## config.mk

```make
export PLATFORM = sky130hd
export DESIGN_NAME = multiword_add_seq
export DESIGN_NICKNAME = d
export VERILOG_FILES = /design/src/rtl/multiword_add_seq_pkg.sv /design/src/rtl/ripple_adder_core.sv /design/src/rtl/multiword_add_seq.sv
export SDC_FILE = /design/constraint.sdc
export NUM_CORES = 1
export LEC_CHECK = 0
export CORE_MARGIN = 5
export CORE_UTILIZATION = 50
export DETAILED_ROUTE_END_ITERATION = 6
export PLACE_DENSITY = 0.88
export SLEW_MARGIN = 20
export SYNTH_ARGS = -nofsm -noshare
export SYNTH_HDL_FRONTEND = slang
export SYNTH_SLANG_ARGS = --single-unit
```

## constraint.sdc

```tcl
create_clock -name clk -period 3.93 [get_ports clk]
set_input_delay 0.393 -clock clk [delete_from_list [all_inputs] [get_ports clk]]
set_output_delay 0.393 -clock clk [all_outputs]
set_load 0.02 [all_outputs]
```

## src/rtl/multiword_add_seq_pkg.sv

```systemverilog
// ---------------------------------------------------------------------------
// multiword_add_seq_pkg
// Shared definitions for the word-serial multiword adder:
//   - default operand width and word-slice width
//   - derived word count and word-index width for the defaults
//   - FSM state encoding (IDLE / ADD / DONE)
//   - helper that sizes the word index for any word count
// No ports (package).
// ---------------------------------------------------------------------------
package multiword_add_seq_pkg;

    localparam int DATA_WIDTH_DEFAULT = 16;
    localparam int WORD_WIDTH_DEFAULT = 4;

    // Index width never drops to zero, even for a single-word configuration.
    function automatic int idx_width(input int words);
        return (words > 1) ? $clog2(words) : 1;
    endfunction

    localparam int WORDS     = DATA_WIDTH_DEFAULT / WORD_WIDTH_DEFAULT;
    localparam int IDX_WIDTH = idx_width(WORDS);

    localparam logic [1:0] ST_IDLE = 2'd0;
    localparam logic [1:0] ST_ADD  = 2'd1;
    localparam logic [1:0] ST_DONE = 2'd2;

endpackage

```

## src/rtl/ripple_adder_core.sv

```systemverilog
// ---------------------------------------------------------------------------
// ripple_adder_core
// Purely combinational WIDTH-bit ripple-carry adder built from full-adder
// cells. Used by the sequencer to add one word slice per cycle.
// Ports:
//   a, b  input  [WIDTH-1:0]  addend words
//   ci    input               carry into bit 0
//   s     output [WIDTH-1:0]  sum word
//   co    output              carry out of the top bit
// ---------------------------------------------------------------------------
module ripple_adder_core #(
    parameter int WIDTH = 4
) (
    input  logic [WIDTH-1:0] a,
    input  logic [WIDTH-1:0] b,
    input  logic             ci,
    output logic [WIDTH-1:0] s,
    output logic             co
);

    logic [WIDTH:0] carry;

    assign carry[0] = ci;

    // One full-adder cell per bit; carry ripples from bit 0 upward.
    for (genvar i = 0; i < WIDTH; i++) begin : g_fa
        assign s[i]       = a[i] ^ b[i] ^ carry[i];
        assign carry[i+1] = (a[i] & b[i]) | (carry[i] & (a[i] ^ b[i]));
    end

    assign co = carry[WIDTH];

endmodule

```

## src/rtl/multiword_add_seq.sv

```systemverilog
// ---------------------------------------------------------------------------
// multiword_add_seq
// Word-serial adder: accepts two DATA_WIDTH operands plus a carry-in, then
// adds them WORD_WIDTH bits per cycle (least significant word first) using a
// single ripple_adder_core, and presents the sum with a valid/ready handshake.
// Ports:
//   clk     input                     rising-edge clock
//   rst_n   input                     asynchronous active-low reset
//   in_a    input  [DATA_WIDTH-1:0]   operand A
//   in_b    input  [DATA_WIDTH-1:0]   operand B
//   in_ci   input                     carry into the least significant word
//   in_vld  input                     operand valid
//   in_rd   output                    operand ready (IDLE and out of reset)
//   out_s   output [DATA_WIDTH-1:0]   sum
//   out_co  output                    carry out of the most significant word
//   out_vld output                    result valid
//   out_rd  input                     result ready
// ---------------------------------------------------------------------------
module multiword_add_seq
    import multiword_add_seq_pkg::*;
#(
    parameter int DATA_WIDTH = DATA_WIDTH_DEFAULT,
    parameter int WORD_WIDTH = WORD_WIDTH_DEFAULT
) (
    input  logic                  clk,
    input  logic                  rst_n,
    input  logic [DATA_WIDTH-1:0] in_a,
    input  logic [DATA_WIDTH-1:0] in_b,
    input  logic                  in_ci,
    input  logic                  in_vld,
    output logic                  in_rd,
    output logic [DATA_WIDTH-1:0] out_s,
    output logic                  out_co,
    output logic                  out_vld,
    input  logic                  out_rd
);

    localparam int NUM_WORDS = DATA_WIDTH / WORD_WIDTH;
    localparam int IDX_W     = idx_width(NUM_WORDS);
    localparam logic [IDX_W-1:0] LAST_IDX = IDX_W'(NUM_WORDS - 1);

    // Refuse to elaborate a configuration that does not split into whole words.
    if ((WORD_WIDTH < 1) || (DATA_WIDTH % WORD_WIDTH != 0) || (NUM_WORDS < 1)) begin : g_bad_cfg
        $error("multiword_add_seq: DATA_WIDTH must be a positive multiple of WORD_WIDTH");
    end

    logic [1:0]            state;
    logic [IDX_W-1:0]      idx;
    logic [DATA_WIDTH-1:0] a_reg;
    logic [DATA_WIDTH-1:0] b_reg;
    logic [DATA_WIDTH-1:0] sum_reg;
    logic                  carry;

    logic [WORD_WIDTH-1:0] word_a;
    logic [WORD_WIDTH-1:0] word_b;
    logic [WORD_WIDTH-1:0] word_s;
    logic                  word_co;

    // Select the current word of each latched operand for the shared adder.
    assign word_a = a_reg[idx*WORD_WIDTH +: WORD_WIDTH];
    assign word_b = b_reg[idx*WORD_WIDTH +: WORD_WIDTH];

    ripple_adder_core #(
        .WIDTH (WORD_WIDTH)
    ) u_core (
        .a  (word_a),
        .b  (word_b),
        .ci (carry),
        .s  (word_s),
        .co (word_co)
    );

    // Sequencer: latch operands in IDLE, walk the words in ADD, hold the
    // result in DONE until it is consumed. The carry register doubles as the
    // inter-word carry during ADD and as the final carry-out in DONE, and is
    // reloaded from in_ci on every acceptance so no carry leaks across ops.
    always_ff @(posedge clk or negedge rst_n) begin
        if (!rst_n) begin
            state   <= ST_IDLE;
            idx     <= '0;
            a_reg   <= '0;
            b_reg   <= '0;
            sum_reg <= '0;
            carry   <= 1'b0;
        end else begin
            case (state)
                ST_IDLE: begin
                    if (in_vld) begin
                        a_reg   <= in_a;
                        b_reg   <= in_b;
                        carry   <= in_ci;
                        sum_reg <= '0;
                        idx     <= '0;
                        state   <= ST_ADD;
                    end
                end
                ST_ADD: begin
                    sum_reg[idx*WORD_WIDTH +: WORD_WIDTH] <= word_s;
                    carry <= word_co;
                    if (idx == LAST_IDX) begin
                        state <= ST_DONE;
                    end else begin
                        idx <= idx + 1'b1;
                    end
                end
                ST_DONE: begin
                    if (out_rd) begin
                        state <= ST_IDLE;
                    end
                end
                default: begin
                    state <= ST_IDLE;
                end
            endcase
        end
    end

    // Ready is forced low while reset is held so nothing is offered as taken.
    assign in_rd   = rst_n && (state == ST_IDLE);
    assign out_vld = (state == ST_DONE);
    assign out_s   = sum_reg;
    assign out_co  = carry;

endmodule

```

==> run summary <==
The flow ran to the end, and the final reports show no timing, DRC or antenna violations. The fraction of layout instances using a drive strength above 1 came out at about 23%. The biggest area contributor in the post-synthesis netlist is sky130_fd_sc_hd__dfrtp_1. The area growth from synthesis to final layout is 28.48%. The number of antenna violations at the first check in global routing came out at 0.

The count of final max-slew check failures was 0. The data required time at the worst endpoint is approximately 4.1 ns. Setup repair after global routing left no endpoint under its margin. The cell repeated most along the worst path is sky130_fd_sc_hd__fa_1. The synthesized design devotes to its leading area cell type 53.43% of total area. On the critical path, the stage with the largest delay is an instance of sky130_fd_sc_hd__dfrtp_1.

The net count after synthesis is 220. The area used by sequential logic in the layout is between 0.001 and 0.0015 mm². Input and output buffers added on the ports amount to 55. The diode insertion count for antenna repair is 0.

The DRC violation count after routing is 0. Across the run, the number of max-cap violations was 0. The most critical setup path has its startpoint at idx[0]. The area of the die is ~0.0065 mm².

The count of clock tree sinks is 53. The worst hold path belongs to the class in -> async. The number of hold violations in the final report is 0. The minimum period implied by the final worst setup slack is a little under 3 ns. The number of filler cells placed in the layout is 350. The summed instance area of the synthesized netlist is around 0.0025 mm². The number of hold buffers added after cts came out at 0. For this run, the number of Yosys warnings is 0. The post-CTS setup repair buffer count came out at 0. Clock tree synthesis selected as its root buffer the cell sky130_fd_sc_hd__clkbuf_8. STA classifies the critical path endpoint as a flip-flop. By area, the combinational part of the netlist is dominated by multiplexers. The maximum root-to-sink buffer count is 2. The maximum clock frequency is 340.0 MHz. The depth of the worst register-to-register path is 8. The overall die width is roughly 80 µm. The final-layout setup total negative slack came out at 0 ns.

The total detailed-routing wirelength is ~5000 µm. The worst register-to-register path ends at out_s[3]. Walking the worst path, the cells encountered are buf_4 > mux4_2 > fa_1 > inv_1 > fa_1 > inv_1 > fa_1 > a22o_1. The number of global-route vias before repair is between 1500 and 2000. The worst-path maximum fanout is 11. The post-detailed-route via-to-cell ratio is ~5.5.

The worst setup path is launched from a flip-flop. Sequential cells were found to cover a little over half of the synthesized design area. The synthesized netlist devotes 9.173% of its cell area to compound gates. Sorting the synthesized cells by area gives the leading types as sky130_fd_sc_hd__dfrtp_1, sky130_fd_sc_hd__mux2_2, sky130_fd_sc_hd__mux4_2, sky130_fd_sc_hd__a22o_1, sky130_fd_sc_hd__fa_1. The number of cell rows is 25. In this run the critical register-to-register path is launched from idx[0]. The clock latency on the worst-skew pair is 0.31 ns. The area of the core is 0.004786 mm².

The worst setup path is of the reg -> reg kind. In the final routed layout, each cell accounts on average for 16.78 µm. After clock tree synthesis, the clock-pin slew on the worst setup and hold paths is approximately 0.09 ns. The initial utilization of the core area, before any placement, comes to about half.

The first-pass GRT wire length is around 8500 µm. The number of levels in the clock H-tree is 2. The most common cell after layout, fill and taps aside is sky130_fd_sc_hd__clkdlybuf4s50_1. The final cell utilization of the core is 66.64%. For this run, the post-layout net count is approximately 280. During I/O placement, the number of pins put on the boundary was 56. Synthesis instantiated 30 different standard cells from the library.

The all-layer global routing usage is between 10% and 20%. The synthesized design contains 53 register bits. Measured against the total synthesized area, the mux share comes to roughly 22%.

Leaving out fill and tap cells, the most frequent cells in the layout are sky130_fd_sc_hd__clkdlybuf4s50_1, sky130_fd_sc_hd__dfrtp_1, sky130_fd_sc_hd__mux2_2. The overall overflow remaining after global route is 0. Between clock sinks in the finished design, the worst skew comes to ~0.0049 ns.

The first routing iteration left 84 violations. Setup violations remaining at the end of the flow were counted as 0. The worst endpoint data arrival time came out at between 3 and 4 ns.

The power density over the cells came out at 864.4 mW/mm². The adder-cell area share of the yosys netlist is between 5 and 6%. The leakage power came out at 1.369 nW. The largest single stage delay on the critical path is between 0.5 and 0.6 ns. The mean area per synthesized cell came out at between 10 and 15 µm². The maximum resistive drop on vdd is approximately 0.00041 V. Measured against its own limit, the worst slew margin works out to a little under three fifths. The synthesized instance count is 175.

TritonCTS built the clock tree. The number of gates given a new drive strength after cts is 0. The maximum number of pins on one net before global-route repair is 54. The synthesized-area fraction occupied by and/or/nand/nor cells came out at about 6.5%. The measured slew at the worst slew-check pin is between 0.6 and 0.7 ns. Measured along the y axis, the die boundary spans slightly above 80 µm.

The final clock period utilization by the worst path is between 70 and 80%. Setup slack on the worst reg-to-reg path comes out at approximately 0.99 ns. The routability congestion estimate is a little under 0.8. In this run the remaining antenna-violating nets after routing total 0. The HPWL after detailed placement is about 3800 µm.

The CTS buffer count came out at 5. The iteration count of the initial detailed-routing pass came out at 4. After Yosys synthesis, XOR and XNOR cells account for 0% of the synthesized area. The number of vias after detailed routing came out at about 1600. The multi-input combinational cells in the finished layout cover a total of between 0.001 and 0.0015 mm².
## kinds of logic (layout without fill, tap and decap cells)
logic type / Yosys count / after routing
adders and majority gates: 8 / 8
and+or+nand+nor: 26 / 26
AOI/OAI and AO/OA: 28 / 28
muxes: 40 / 40
DFF: 53 / 53
buffers and inverters: 20 / 76
## how the worst max path moves through the flow
stage	endpoint	depth (start not counted)
global placement	out_s[11]	8
CTS	out_s[7]	8
detailed placement	out_s[7]	8
floorplan	out_s[11]	11
global route	out_s[15]	8
finish	out_s[3]	8
## metrics by stage
stage	cell area, µm²	power [W]	hold WS, ns	instances	worst slack [ns]
CTS	3189	0.002773	0.2198	298	0.9598
finish	3189	0.002757	0.1983	298	0.9886
floorplan	2482	0.001944	0.09741	175	1.147
global placement	3085	0.002346	0.4728	291	1.057
detailed placement	3085	0.002397	0.4773	291	0.9751
global route	3189	0.002969	0.2513	298	0.7832
## cells in the mapped netlist
master / number
sky130_fd_sc_hd__dfrtp_1: 53
sky130_fd_sc_hd__mux2_2: 30
sky130_fd_sc_hd__a22o_1: 12
sky130_fd_sc_hd__inv_1: 11
sky130_fd_sc_hd__mux4_2: 8
sky130_fd_sc_hd__o2bb2ai_1: 8
sky130_fd_sc_hd__nand2_1: 7
sky130_fd_sc_hd__buf_4: 5
sky130_fd_sc_hd__a21o_1: 4
sky130_fd_sc_hd__fa_1: 4
sky130_fd_sc_hd__ha_1: 4
sky130_fd_sc_hd__and3_1: 3
sky130_fd_sc_hd__nand3_1: 3
sky130_fd_sc_hd__a21oi_1: 2
sky130_fd_sc_hd__buf_2: 2
sky130_fd_sc_hd__clkbuf_1: 2
sky130_fd_sc_hd__mux2_1: 2
sky130_fd_sc_hd__nand2b_1: 2
sky130_fd_sc_hd__nor2_1: 2
sky130_fd_sc_hd__and2b_2: 1
sky130_fd_sc_hd__and3b_1: 1
sky130_fd_sc_hd__and4bb_2: 1
sky130_fd_sc_hd__nor2b_1: 1
sky130_fd_sc_hd__nor3b_1: 1
sky130_fd_sc_hd__nor3b_2: 1
sky130_fd_sc_hd__nor4b_1: 1
sky130_fd_sc_hd__o21ai_0: 1
sky130_fd_sc_hd__o21bai_1: 1
sky130_fd_sc_hd__or3_1: 1
sky130_fd_sc_hd__or4b_1: 1
## where the power goes
part           leakage [nW]  total (W)  internal [W]  switching (W)
sequential            0.659   0.000996      0.000790       0.000206
combinational         0.656    0.00140      0.000729       0.000673
clock                0.0540   0.000359      0.000185       0.000174
total                  1.37    0.00276       0.00170        0.00105
## worst max-delay path: cells and delay by family, from the launching register on
family                   cells  cell delay (ns)
AO/OA/AOI/OAI                1             0.23
flip-flops                   1             0.58
multiplexers                 1             0.53
buffers and inverters        3             0.39
adder cells (fa/ha/maj)      3             1.10
## per-layer routing
metal	share of wire, %	GRT usage (%)	vias to the layer above
li1	-	-	753
met1	44	22.51	822
met2	48	28.31	55
met3	5.7	4.709	13
met4	2.2	6.081	0
met5	0	0	-
## area by class of cell
cell class | instances | share of cell area, %
clock buffer | 5 | 2.158
clock inverter | 2 | 1.098
inverter | 11 | 1.295
multi-input combinational | 102 | 33.42
sequential | 53 | 41.58
tap | 67 | 2.628
timing repair buffer | 58 | 17.81
No activity file was read; power rests on OpenSTA's default activity.
